**config.mk**
```make
export PLATFORM = sky130hd
export DESIGN_NAME = fetch_32_flat
export DESIGN_NICKNAME = d
export VERILOG_FILES = /design/src/rtl/fetch_32_if.sv /design/src/rtl/fetch_32.sv /design/src/flat_wrapper.sv
export SDC_FILE = /design/constraint.sdc
export NUM_CORES = 1
export LEC_CHECK = 0
export CAP_MARGIN = 10
export CORE_ASPECT_RATIO = 1.5
export CORE_MARGIN = 5
export CORE_UTILIZATION = 55
export CTS_BUF_LIST = sky130_fd_sc_hd__clkbuf_4
export DETAILED_ROUTE_END_ITERATION = 7
export HOLD_SLACK_MARGIN = 0.15
export MAX_ROUTING_LAYER = met4
export PLACE_DENSITY = 0.81
export SKIP_CTS_REPAIR_TIMING = 1
export SLEW_MARGIN = 40
export SYNTH_ARGS = -nofsm -noshare
export SYNTH_HDL_FRONTEND = slang
export SYNTH_SLANG_ARGS = --single-unit
```
**constraint.sdc**
```tcl
create_clock -name clk_in -period 16.93 [get_ports clk_in]
set_input_delay 1.693 -clock clk_in [delete_from_list [all_inputs] [get_ports clk_in]]
set_output_delay 1.693 -clock clk_in [all_outputs]
set_load 0.1 [all_outputs]
```
**src/rtl/fetch_32_if.sv**
```systemverilog
// Instruction-memory read bus between fetch_32 (master) and instruction memory (slave).
// A request is held with a stable address until the memory returns the word with ack.
interface fetch_32_if;
    logic        imem_req_out;
    logic [31:0] imem_addr_out;
    logic        imem_ack_in;
    logic [31:0] imem_data_in;

    modport master (
        output imem_req_out,
        output imem_addr_out,
        input  imem_ack_in,
        input  imem_data_in
    );

    modport slave (
        input  imem_req_out,
        input  imem_addr_out,
        output imem_ack_in,
        output imem_data_in
    );
endinterface

```
**src/rtl/fetch_32.sv**
```systemverilog
// Instruction fetch stage: single-outstanding imem reads, prefetch FIFO, registered head to decode.
// Optional FETCH_STALL_CNT_EN adds stall_cnt_out, a saturating count of stalled and bubble cycles.
module fetch_32 #(
    parameter logic [31:0] RESET_PC  = 32'h0000_0000,
    parameter int unsigned BUF_DEPTH = 2
) (
    input  logic        clk_in,
    input  logic        reset_in,
    input  logic        stall_in,
    input  logic        redirect_in,
    input  logic [31:0] redirect_pc_in,
    fetch_32_if.master  imem,
    output logic [31:0] insn_out,
    output logic [31:0] insn_pc_out,
    output logic        insn_valid_out
`ifdef FETCH_STALL_CNT_EN
    ,
    output logic [31:0] stall_cnt_out
`endif
);

    localparam int PTR_W = $clog2(BUF_DEPTH);
    localparam int CNT_W = PTR_W + 1;
    localparam logic [CNT_W-1:0] FULL_CNT = CNT_W'(BUF_DEPTH);

    typedef enum logic [1:0] {S_IDLE, S_REQ, S_DISCARD} state_t;

    state_t           state;
    logic [31:0]      fetch_pc;
    logic [31:0]      target_pc;
    logic [31:0]      buf_insn [BUF_DEPTH];
    logic [31:0]      buf_pc   [BUF_DEPTH];
    logic [PTR_W-1:0] rd_ptr, wr_ptr, rd_ptr_nxt;
    logic [CNT_W-1:0] count, count_nxt;
    logic             push, pop;
    logic [31:0]      head_insn_nxt, head_pc_nxt;

    assign target_pc  = redirect_pc_in & 32'hFFFF_FFFC;
    assign push       = (state == S_REQ) && imem.imem_ack_in && !redirect_in;
    assign pop        = insn_valid_out && !stall_in && !redirect_in;
    assign rd_ptr_nxt = rd_ptr + PTR_W'(1);
    assign count_nxt  = count + CNT_W'(push) - CNT_W'(pop);

    // Next head: the entry behind the popped one, or a bypass of the word arriving now.
    always_comb begin
        // NOTE: defaults first so every path assigns both outputs and no latch is inferred.
        head_insn_nxt = insn_out;
        head_pc_nxt   = insn_pc_out;
        if (pop && count > CNT_W'(1)) begin
            head_insn_nxt = buf_insn[rd_ptr_nxt];
            head_pc_nxt   = buf_pc[rd_ptr_nxt];
        end else if (push && (count == '0 || pop)) begin
            head_insn_nxt = imem.imem_data_in;
            head_pc_nxt   = imem.imem_addr_out;
        end
    end

    // Request FSM; a redirect while a read is in flight waits out the ack in S_DISCARD.
    always_ff @(posedge clk_in or posedge reset_in) begin
        if (reset_in) begin
            state              <= S_IDLE;
            fetch_pc           <= RESET_PC;
            imem.imem_req_out  <= 1'b0;
            imem.imem_addr_out <= 32'h0;
        end else begin
            // NOTE: registered state uses non-blocking assignments so every block sees pre-edge values.
            case (state)
                S_IDLE: begin
                    if (redirect_in) begin
                        fetch_pc <= target_pc;
                    end else if (count < FULL_CNT) begin
                        imem.imem_req_out  <= 1'b1;
                        imem.imem_addr_out <= fetch_pc;
                        state              <= S_REQ;
                    end
                end
                S_REQ: begin
                    if (redirect_in) begin
                        fetch_pc <= target_pc;
                        if (imem.imem_ack_in) begin
                            imem.imem_req_out <= 1'b0;
                            state             <= S_IDLE;
                        end else begin
                            state <= S_DISCARD;
                        end
                    end else if (imem.imem_ack_in) begin
                        imem.imem_req_out <= 1'b0;
                        fetch_pc          <= fetch_pc + 32'd4;
                        state             <= S_IDLE;
                    end
                end
                S_DISCARD: begin
                    if (redirect_in) fetch_pc <= target_pc;
                    if (imem.imem_ack_in) begin
                        imem.imem_req_out <= 1'b0;
                        state             <= S_IDLE;
                    end
                end
                default: begin
                    imem.imem_req_out <= 1'b0;
                    state             <= S_IDLE;
                end
            endcase
        end
    end

    // NOTE: FIFO storage is not reset; count and the valid flag guard every read of it.
    always_ff @(posedge clk_in) begin
        if (push) begin
            buf_insn[wr_ptr] <= imem.imem_data_in;
            buf_pc[wr_ptr]   <= imem.imem_addr_out;
        end
    end

    always_ff @(posedge clk_in or posedge reset_in) begin
        if (reset_in) begin
            rd_ptr         <= '0;
            wr_ptr         <= '0;
            count          <= '0;
            insn_out       <= 32'h0;
            insn_pc_out    <= 32'h0;
            insn_valid_out <= 1'b0;
        end else if (redirect_in) begin
            rd_ptr         <= '0;
            wr_ptr         <= '0;
            count          <= '0;
            insn_valid_out <= 1'b0;
        end else begin
            if (push) wr_ptr <= wr_ptr + PTR_W'(1);
            if (pop)  rd_ptr <= rd_ptr_nxt;
            count          <= count_nxt;
            insn_valid_out <= (count_nxt != '0);
            insn_out       <= head_insn_nxt;
            insn_pc_out    <= head_pc_nxt;
        end
    end

`ifdef FETCH_STALL_CNT_EN
    always_ff @(posedge clk_in or posedge reset_in) begin
        if (reset_in) begin
            stall_cnt_out <= 32'h0;
        end else if ((!insn_valid_out || stall_in) && stall_cnt_out != 32'hFFFF_FFFF) begin
            stall_cnt_out <= stall_cnt_out + 32'd1;
        end
    end
`endif

endmodule
```
**src/flat_wrapper.sv**
```systemverilog
// flat-port wrapper written by rule: the top's interface ports become plain ports
module fetch_32_flat 
#(
    parameter logic [31:0] RESET_PC  = 32'h0000_0000,
    parameter int unsigned BUF_DEPTH = 2
)
  (clk_in, reset_in, stall_in, redirect_in, redirect_pc_in, insn_out, insn_pc_out, insn_valid_out, imem_imem_req_out, imem_imem_addr_out, imem_imem_ack_in, imem_imem_data_in);
  fetch_32_if imem_i ();
  input  logic clk_in;
  input  logic reset_in;
  input  logic stall_in;
  input  logic redirect_in;
  input  logic [31:0] redirect_pc_in;
  output logic [31:0] insn_out;
  output logic [31:0] insn_pc_out;
  output logic insn_valid_out;
  output wire logic [$bits(imem_i.imem_req_out)-1:0] imem_imem_req_out;
  output wire logic [$bits(imem_i.imem_addr_out)-1:0] imem_imem_addr_out;
  input wire logic [$bits(imem_i.imem_ack_in)-1:0] imem_imem_ack_in;
  input wire logic [$bits(imem_i.imem_data_in)-1:0] imem_imem_data_in;
  assign imem_imem_req_out = imem_i.imem_req_out;
  assign imem_imem_addr_out = imem_i.imem_addr_out;
  assign imem_i.imem_ack_in = imem_imem_ack_in;
  assign imem_i.imem_data_in = imem_imem_data_in;
  fetch_32 #(.RESET_PC(RESET_PC), .BUF_DEPTH(BUF_DEPTH)) u_core (.clk_in(clk_in), .reset_in(reset_in), .stall_in(stall_in), .redirect_in(redirect_in), .redirect_pc_in(redirect_pc_in), .imem(imem_i), .insn_out(insn_out), .insn_pc_out(insn_pc_out), .insn_valid_out(insn_valid_out));
endmodule
```
==> metrics.md, run 1 <==
| Metric | Value |
|---|---|
| Global-route wire length before repair | 38100 um |
| Total CTS buffers | 56 |
| Max-Cap Viols | 0 |
| Result of the run | complete, no violations |
| Core box area | 19200 sq um |
| Cell taking the most area after synthesis | edfxtp_1 |
| Hold_sp | u_core.insn_out[31] |
| Ys Warns | 0 |
| Gpl congestion | 0.865 |
| Async SR Flop Fraction | 51.2% |
| Yosys cell types | 56 |
| Number of synthesized register bits | 254 |
| Reg2reg setup slack | 14400 ps |
| Pin count of the biggest net entering global routing | 125 |
| Sequential-to-total area share from yosys stat | 64.9% |
| Synthesized netlist cell count | 886 |
| Pre-antenna DRT Iters | 5 |
| Pre-CTS setup slack | 12600 ps |
| Number of global-route vias before repair | 7527 |
| CP endpoint | u_core.insn_out[30] |
| CP top delay family | buffers and inverters |
| Avg Inst Size Synth | 12.1 sq um |
| Iteration-0 DRC Markers | 401 |
| Gr ovfl total | 0 |
| P&R area growth vs syn | 19.0% |
| RSZ-0062 raised after global routing | false |
| Final clock skew | 40.3 ps |
| CP endpoint kind | flop |
| F_max | 270 MHz |
| Dominant synthesized flop cell | dfrtp_1 |
| Min-Delay Path Class | reg -> reg |
| Worst skew pair latency | 660 ps |
| I/O pin cnt | 167 |
| Startpoint types | primary input |
| Mapped cell area | 10700 sq um |
| H-tree lvl count | 2 |
| Clock sink total | 254 |
| Hold Vio Cnt, Final | 0 |
| Critical-path top delay cell | clkdlybuf4s50_1 |
| DR DRC count | 0 |
| Post-synth EDFFs | 124 |
| Die Width | 124 um |
| Filler instances | 1477 |
| ANT nets after route | 0 |
| Endpoints failing setup | 0 |
| Rows | 62 |
| Root Driver | clkbuf_4 |
| Final net count | 1133 |
| Actual slew at the worst max-slew pin | 765 ps |
| Setup tns final | 0 ps |
| Setup ws final | 13230 ps |
| Antenna violations before repair | 1 |
| R2R depth | 7 |
| Peak fanout along the critical path | 105 |
| Max Transition Viols Final | 0 |
| Hold slack final | 474 ps |
| R2r startpoint | u_core.state[1] |
| Share of layout cells above drive strength 1 | 21.7% |
| Drt wl/cell | 17.1 um |
| R2R Path End | u_core.insn_out[30] |
| WP buf/inv | 2 |
| Synth top area cells | edfxtp_1 (35%), dfrtp_1 (30%), o21ai_0 (6.5%), mux2i_1 (5.9%), nand2_1 (5.4%) |
| Most common cell in the netlist | nand2_1 |
| I/O Buffers | 160 |
| GRT Total Usage | 21.7% |
| Detailed-placement wirelength estimate | 15000 um |
| Critical path data required time | 17400 ps |
| CP Data Arrival Time | 4170 ps |
| Period utilisation layout | 21.9% |
| TritonCTS clock tree | yes |
| Synth top area share | 34.7% |
| Synth cell count leaders | nand2_1 (155), o21ai_0 (139), dfrtp_1 (130) |
| CP Depth | 5 |
| Critical path, cell by cell | clkdlybuf4s50_1 -> nor2_1 -> o22ai_4 -> buf_6 -> o21ai_0 |
| Crit Path Class | in -> reg |
| CP peak stage delay | 890 ps |
| Routed vias/inst | 5.47 |
| Clock slew at reported path FFs | 70 ps |
| Slew margin rel. | 49.0% |
| Die H | 181 um |
| Routed wire length | 23200 um |
| CP Launch Point | redirect_in |
| Max Buffers Root-to-Sink | 3 |
| Starting Density | 56.1% |
| Total Die Area | 22500 sq um |
| Via count | 7438 |
| Crit path time final | 3700 ps |
-- flip-flops by register name (all words and copies together), names as in the netlist --
name                       count
u_core.count                   2
u_core.state                   2
u_core.buf_pc                 60
u_core.imem.imem_addr_out     30
u_core.wr_ptr                  1
u_core.insn_out               32
u_core.insn_pc_out            30
u_core.imem.imem_req_out       1
u_core.insn_valid_out          1
u_core.fetch_pc               30
u_core.buf_insn               64
u_core.rd_ptr                  1
-- area by class of cell --
cell class	count	area, sq um	area share (%)
Clock buffer	75	563	4.41
Antenna cell	1	2.50	0.0196
Multi-Input combinational cell	565	3490	27.3
Inverter	9	41.3	0.323
Clock inverter	29	150	1.17
Tap cell	256	320	2.51
Timing Repair Buffer	170	1230	9.65
Sequential cell	254	6980	54.6
-- cell families after synthesis --
kind of cell / count (synthesis) / share of synthesized area [%]
DFF: 254 / 64.9
and+or+nand+nor: 238 / 10.2
AOI/OAI and AO/OA: 218 / 11.6
muxes: 93 / 9.01
buffers and inverters: 70 / 2.97
adders and majority gates: 8 / 0.932
xor gates and xnor gates: 4 / 0.326
other: 1 / 0.0349
-- routing by layer --
metal | GRT usage, % | vias to the layer above | wire, um
met5 | - | - | 0
met2 | 37.1 | 207 | 12400
met1 | 25.9 | 3578 | 9150
li1 | - | 3612 | -
met3 | 3.72 | 41 | 1250
met4 | 7.32 | 0 | 452
-- cell usage in the layout, fill, tap and decap left out, types with 9 or more instances in the layout --
master / synthesis / routed
a21oi_1: 29 / 29
buf_2: 23 / 94
clkbuf_4: 0 / 75
clkdlybuf4s50_1: 0 / 66
clkinv_1: 1 / 18
clkinv_2: 0 / 9
dfrtp_1: 130 / 129
edfxtp_1: 124 / 124
mux2_2: 30 / 30
mux2i_1: 63 / 63
nand2_1: 155 / 155
nand3_1: 15 / 15
nor2_1: 20 / 19
o21ai_0: 139 / 139
o32ai_1: 9 / 9
-- metrics by stage --
step / cell area (sq um) / util [%] / instances
after floorplan: 10800 / - / 889
after global placement: 12500 / 65.2 / 1253
after detailed placement: 12000 / 62.8 / 1253
after CTS: 12700 / 66.5 / 1357
after global routing: 12800 / 66.7 / 1359
final: 12800 / 66.7 / 1359
-- worst register-to-register path, stage by stage, from the launching register on --
cell	delay, ps
dfrtp_1	420
inv_1	80
ha_1	240
nand2_1	160
nor2_1	120
o22ai_4	480
buf_6	610
o21ai_0	250
-- how the worst min path moves through the flow --
| stage | cells past startpoint | to | slack, ps |
|---|---|---|---|
| floorplan | 1 | u_core.fetch_pc[9] | 480 |
| global placement | 2 | u_core.insn_out[15] | 460 |
| detailed placement | 2 | u_core.insn_out[12] | 460 |
| CTS | 2 | u_core.insn_out[12] | 480 |
| global route | 2 | u_core.insn_out[0] | 500 |
| finish | 2 | u_core.insn_out[31] | 470 |
Power of run 1 is left out: the tool's default activity adds up to more than one toggle a clock period on the data nets, which glitch-free logic cannot reach.
==> run 2, diff against run 1 <==
Clock period 16.93 ns to 3.5 ns, I/O delays scaled along.
==> run 2 against run 1 <==
Hold slack worse by 250 ps. Register-to-register slack got worse by 13000 ps. Critical path depth rose by 4. Clock skew is 22 ps lower. Critical path type is now reg -> reg.
==> metrics.md, run 2 (synthesis gave the netlist of run 1 again) <==
| Metric | Value |
|---|---|
| Sequential Area | 6980 sq um (unchanged) |
| Endpoints failing setup | 0 (unchanged) |
| Final net count | 1141 (was 1133) |
| P&R area growth vs syn | 20.6% (was 19.0%) |
| Most common cell after layout, fill and taps aside | nand2_1 (unchanged) |
| CP Data Arrival Time | 2830 ps (was 4170 ps) |
| Detailed-placement wirelength estimate | 15200 um (was 15000 um) |
| Max Transition Viols Final | 0 (unchanged) |
| Setup ws final | 1200 ps (was 13230 ps) |
| I/O pin cnt | 167 (unchanged) |
| Die H | 181 um (unchanged) |
| Global-route wire length before repair | 37500 um (was 38100 um) |
| Die Width | 124 um (unchanged) |
| GRT Total Usage | 21.5% (was 21.7%) |
| Gr ovfl total | 0 (unchanged) |
| Pre-CTS setup slack | 1020 ps (was 12600 ps) |
| Via count | 7496 (was 7438) |
| Min-Delay Path Class | in -> async (was reg -> reg) |
| Crit path time final | 2300 ps |
| Iteration-0 DRC Markers | 468 (was 401) |
| ANT nets after route | 0 (unchanged) |
| Worst skew pair latency | 660 ps (about the same) |
| Final core occ | 67.6% (was 66.7%) |
| Most flop-heavy register | u_core.buf_insn (unchanged) |
| Pin count of the biggest net entering global routing | 131 (was 125) |
| Rows | 62 (unchanged) |
| CP endpoint kind | flop (unchanged) |
| Core box area | 19200 sq um (unchanged) |
| R2R depth | 9 (was 7) |
| Total CTS buffers | 59 (was 56) |
| Result of the run | complete, no violations (unchanged) |
| Antenna violations before repair | 1 (unchanged) |
| R2r startpoint | u_core.state[1] (unchanged) |
| Design area | 13000 sq um (was 12800 sq um) |
| Startpoint types | flop (was primary input) |
| F_max | 434 MHz |
| Reg2reg setup slack | 1200 ps (was 14400 ps) |
| Placed instance area | 12200 sq um (was 12000 sq um) |
| Slew margin rel. | 49.5% (was 49.0%) |
| RSZ-0062 raised after global routing | false (unchanged) |
| Critical path data required time | 4030 ps (was 17400 ps) |
| Peak fanout along the critical path | 5 (was 105) |
| TritonCTS clock tree | yes (unchanged) |
| Area of the multi-input gates | 3500 sq um (was 3490 sq um) |
| Root Driver | clkbuf_4 (unchanged) |
| I/O Buffers | 160 (unchanged) |
| Filler instances | 1443 (was 1477) |
| Share of layout cells above drive strength 1 | 22.4% (was 21.7%) |
| Period utilisation layout | 65.8% |
| Routed vias/inst | 5.46 (was 5.47) |
| Pre-antenna DRT Iters | 5 (unchanged) |
| Clock sink total | 254 (unchanged) |
| Gpl congestion | 0.889 (was 0.865) |
| Biggest regs | u_core.buf_insn x64, u_core.buf_pc x60, u_core.insn_out x32 (unchanged) |
| Clock slew at reported path FFs | 70 ps (about the same) |
| Setup tns final | 0 ps (unchanged) |
| Max FFs per register | 64 (unchanged) |
| Total Die Area | 22500 sq um (unchanged) |
| Starting Density | 56.1% (unchanged) |
| Most frequent cells in the layout | nand2_1 (155), o21ai_0 (139), dfrtp_1 (129) (unchanged) |
| DR DRC count | 0 (unchanged) |
| Routed wire length | 23500 um (was 23200 um) |
| Hold Vio Cnt, Final | 0 (unchanged) |
| Actual slew at the worst max-slew pin | 758 ps (was 765 ps) |
| Max-Cap Viols | 0 (unchanged) |
| H-tree lvl count | 2 (unchanged) |
| Drt wl/cell | 17.1 um (about the same) |
| Max Buffers Root-to-Sink | 3 (unchanged) |
| Crit Path Class | reg -> reg (was in -> reg) |
| Number of global-route vias before repair | 7335 (was 7527) |
| Final clock skew | 18.7 ps (was 40.3 ps) |
| R2R Path End | u_core.insn_valid_out (was u_core.insn_out[30]) |
## run 2: changes by cell type in the layout (fill, tap and decap cells not counted)
cell / before / now
buf_6: 4 / 0
buf_12: 1 / 6
buf_4: 5 / 9
nor3_4: 1 / 2
clkinv_1: 18 / 20
bufinv_16: 1 / 3
clkinv_2: 9 / 12
nor3_2: 1 / 0
inv_8: 1 / 0
clkbuf_4: 75 / 77
## run 2: how the worst max path moves through the flow
stage | from | to | slack [ps] | cells past startpoint
after floorplan | u_core.state[1] | u_core.buf_insn[1][0] | 600 | 5
after global placement | imem_imem_ack_in | u_core.buf_insn[1][20] | 1120 | 5
after detailed placement | redirect_in | u_core.insn_valid_out | 1020 | 9
after CTS | u_core.state[1] | u_core.insn_valid_out | 1190 | 9
after global routing | u_core.state[0] | u_core.fetch_pc[2] | 1040 | 8
final | u_core.state[1] | u_core.insn_valid_out | 1200 | 9
## run 2: critical path, stage by stage, from the launching register on
cell and delay (ps):
dfrtp_1 430, inv_1 90, ha_1 220, nand2_1 160, nor2_1 310, ha_1 250, xor2_1 200, xnor2_1 150
nor2_1 80, or2_2 280
## run 2: cell type report
| class | count | area share [%] |
|---|---|---|
| repair buffers | 175 | 10.2 |
| diodes | 1 | 0.0193 |
| flip-flops and latches | 254 | 53.9 |
| clock inverters | 35 | 1.74 |
| clock buffers | 77 | 4.46 |
| well taps | 256 | 2.47 |
| inverters | 9 | 0.290 |
| multi-input cells | 565 | 27.0 |
## run 2: metrics by stage
| step | hold slack, ps | instances |
|---|---|---|
| after CTS | 207 | 1371 |
| after detailed placement | 465 | 1259 |
| final | 225 | 1372 |
| after floorplan | 449 | 889 |
| after global routing | 241 | 1372 |
| after global placement | 460 | 1259 |
## run 2: layer usage
metal  global-route usage, %  vias to the layer above  routed length (um)
li1                        -                     3614                   -
met1                    25.7                     3609                9400
met2                    36.2                      237               12300
met3                    3.47                       36                1230
met4                    8.16                        0                 530
met5                       -                        -                   0
Power of run 2 is left out for the same reason.
==> run 3, diff against run 2 <==
Clock period 3.5 ns to 2.41 ns, I/O delays scaled along.
==> run 3 against run 2 <==
Via count shrank 0.23%. Register-to-register slack worse by 900 ps. Core utilization grew 2.3 points. Worst setup slack lost 900 ps. Clock-buffer cell count is 7 higher. Final area grew 3.4%. Global-route usage down 0.11 points. Die area unchanged. First-iteration DRC count shrank 22%. Maximum frequency grew 8.8%. Critical path depth decreased by 2. Largest cell class unchanged. Highest routed layer unchanged.
==> metrics.md, run 3 (synthesis gave the netlist of run 1 again) <==
| Metric | Value |
|---|---|
| Result of the run | complete, no violations (unchanged) |
| Max-Cap Viols | 0 (unchanged) |
| I/O Buffers | 160 (unchanged) |
| Total CTS buffers | 59 (unchanged) |
| Setup tns final | 0 ps (unchanged) |
| Actual slew at the worst max-slew pin | 718 ps (was 758 ps) |
| R2R Path End | u_core.fetch_pc[22] (was u_core.insn_valid_out) |
| Detailed-placement wirelength estimate | 15800 um (was 15200 um) |
| Peak fanout along the critical path | 17 (was 5) |
| CP Launch Point | u_core.state[0] (was u_core.state[1]) |
| DR DRC count | 0 (unchanged) |
| Die Width | 124 um (unchanged) |
| Clock sink total | 254 (unchanged) |
| Drt wl/cell | 16.8 um (was 17.1 um) |
| Most frequent cells in the layout | nand2_1 (154), o21ai_0 (139), dfrtp_1 (128) (was nand2_1 (155), o21ai_0 (139), dfrtp_1 (129)) |
| Pre-antenna DRT Iters | 5 (unchanged) |
| Startpoint types | flop (unchanged) |
| H-tree lvl count | 2 (unchanged) |
| Max Transition Viols Final | 0 (unchanged) |
| Clock slew at reported path FFs | 70 ps (about the same) |
| ANT nets after route | 0 (unchanged) |
| Pin count of the biggest net entering global routing | 131 (unchanged) |
| Routed vias/inst | 5.40 (was 5.46) |
| I/O pin cnt | 167 (unchanged) |
| Hold Vio Cnt, Final | 0 (unchanged) |
| Rows | 62 (unchanged) |
| Final net count | 1154 (was 1141) |
| Critical-path top delay cell | a311o_1 (was dfrtp_1) |
| CP endpoint kind | flop (unchanged) |
| Slew margin rel. | 52.1% (was 49.5%) |
| Pre-CTS setup slack | 181 ps (was 1020 ps) |
| Endpoints failing setup | 0 (unchanged) |
| Gr ovfl total | 0 (unchanged) |
| R2R depth | 7 (was 9) |
| Starting Density | 56.1% (unchanged) |
| Cell count after placement | 1272 (was 1259) |
| Crit path time final | 2120 ps (was 2300 ps) |
| CP peak stage delay | 460 ps (was 430 ps) |
| CP endpoint | u_core.fetch_pc[22] (was u_core.insn_valid_out) |
| Final core occ | 69.9% (was 67.6%) |
| Share of layout cells above drive strength 1 | 23.9% (was 22.4%) |
| CP Data Arrival Time | 2620 ps (was 2830 ps) |
| RSZ-0062 raised after global routing | false (unchanged) |
| Total Die Area | 22500 sq um (unchanged) |
| Most common cell after layout, fill and taps aside | nand2_1 (unchanged) |
| Crit Path Class | reg -> reg (unchanged) |
| Max Buffers Root-to-Sink | 3 (unchanged) |
| Biggest regs | u_core.buf_insn x64, u_core.buf_pc x60, u_core.insn_out x32 (unchanged) |
| Min-Delay Path Class | in -> async (unchanged) |
| Antenna violations before repair | 1 (unchanged) |
| Die H | 181 um (unchanged) |
| F_max | 473 MHz (was 434 MHz) |
| Routed wire length | 23200 um (was 23500 um) |
| Post-Layout Cell Count | 1385 (was 1372) |
| Gpl congestion | 0.852 (was 0.889) |
| Critical path, cell by cell | inv_1 -> ha_1 -> nor2_1 -> nand2_1 -> a311o_1 -> o21ai_0 -> a21oi_1 (was inv_1 -> ha_1 -> nand2_1 -> nor2_1 -> ha_1 -> xor2_1 -> xnor2_1 -> nor2_1 -> or2_2) |
| Most flop-heavy register | u_core.buf_insn (unchanged) |
| GRT Total Usage | 21.4% (was 21.5%) |
| Setup ws final | 294 ps (was 1200 ps) |
| Global-route wire length before repair | 37500 um (about the same) |
| Final clock skew | 38.1 ps (was 18.7 ps) |
| Via count | 7479 (was 7496) |
| Max FFs per register | 64 (unchanged) |
| Root Driver | clkbuf_4 (unchanged) |
| P&R area growth vs syn | 24.7% (was 20.6%) |
| Iteration-0 DRC Markers | 367 (was 468) |
| Period utilisation layout | 87.8% (was 65.8%) |
| Filler instances | 1375 (was 1443) |
| Number of global-route vias before repair | 7514 (was 7335) |
| Worst skew pair latency | 640 ps (was 660 ps) |
| Reg2reg setup slack | 290 ps (was 1200 ps) |
| Critical path data required time | 2910 ps (was 4030 ps) |
| R2r startpoint | u_core.state[0] (was u_core.state[1]) |
| TritonCTS clock tree | yes (unchanged) |
| Core box area | 19200 sq um (unchanged) |
[run 3: worst min path at each step]
stage,startpoint,end,slack (ps),cells after the start
floorplan,imem_imem_data_in[0],u_core.buf_insn[0][0],340,0
global placement,u_core.insn_out[13],u_core.insn_out[13],460,2
global route,imem_imem_data_in[5],u_core.buf_insn[0][5],160,1
detailed placement,u_core.insn_out[13],u_core.insn_out[13],470,2
CTS,redirect_pc_in[3],u_core.fetch_pc[3],140,3
finish,reset_in,u_core.imem.imem_addr_out[5],170,3
[run 3: final cells by class]
class | instances | area, sq um | share of cell area, %
clock buffers | 84 | 631 | 4.71
multi-input cells | 565 | 3520 | 26.2
flip-flops and latches | 254 | 6980 | 52.1
inverters | 9 | 37.5 | 0.280
repair buffers | 188 | 1740 | 13.0
well taps | 256 | 320 | 2.39
diodes | 1 | 2.50 | 0.0187
clock inverters | 28 | 169 | 1.26
[run 3: per-stage QoR]
step                      cell area, sq um  hold WS (ps)
after global routing                 13400           163
after global placement               12600           463
after detailed placement             12600           471
after CTS                            13400           138
after floorplan                      10800           340
final                                13400           169
[run 3: critical path, delay by kind of cell, from the launching register on]
| kind | cells | cell delay, ps |
|---|---|---|
| flops | 1 | 440 |
| fa+ha+maj | 1 | 300 |
| compound gates | 3 | 610 |
| buf+inv | 1 | 110 |
| simple gates | 2 | 530 |
[run 3: routing by layer]
layer  track usage (%)  vias up  wire length (um)
met5                 -        -                 0
met1              26.0     3548              9100
li1                  -     3650                 -
met3              2.85       43              1210
met4              8.20        0               614
met2              36.0      238             12300
Power of run 3 is left out for the same reason.
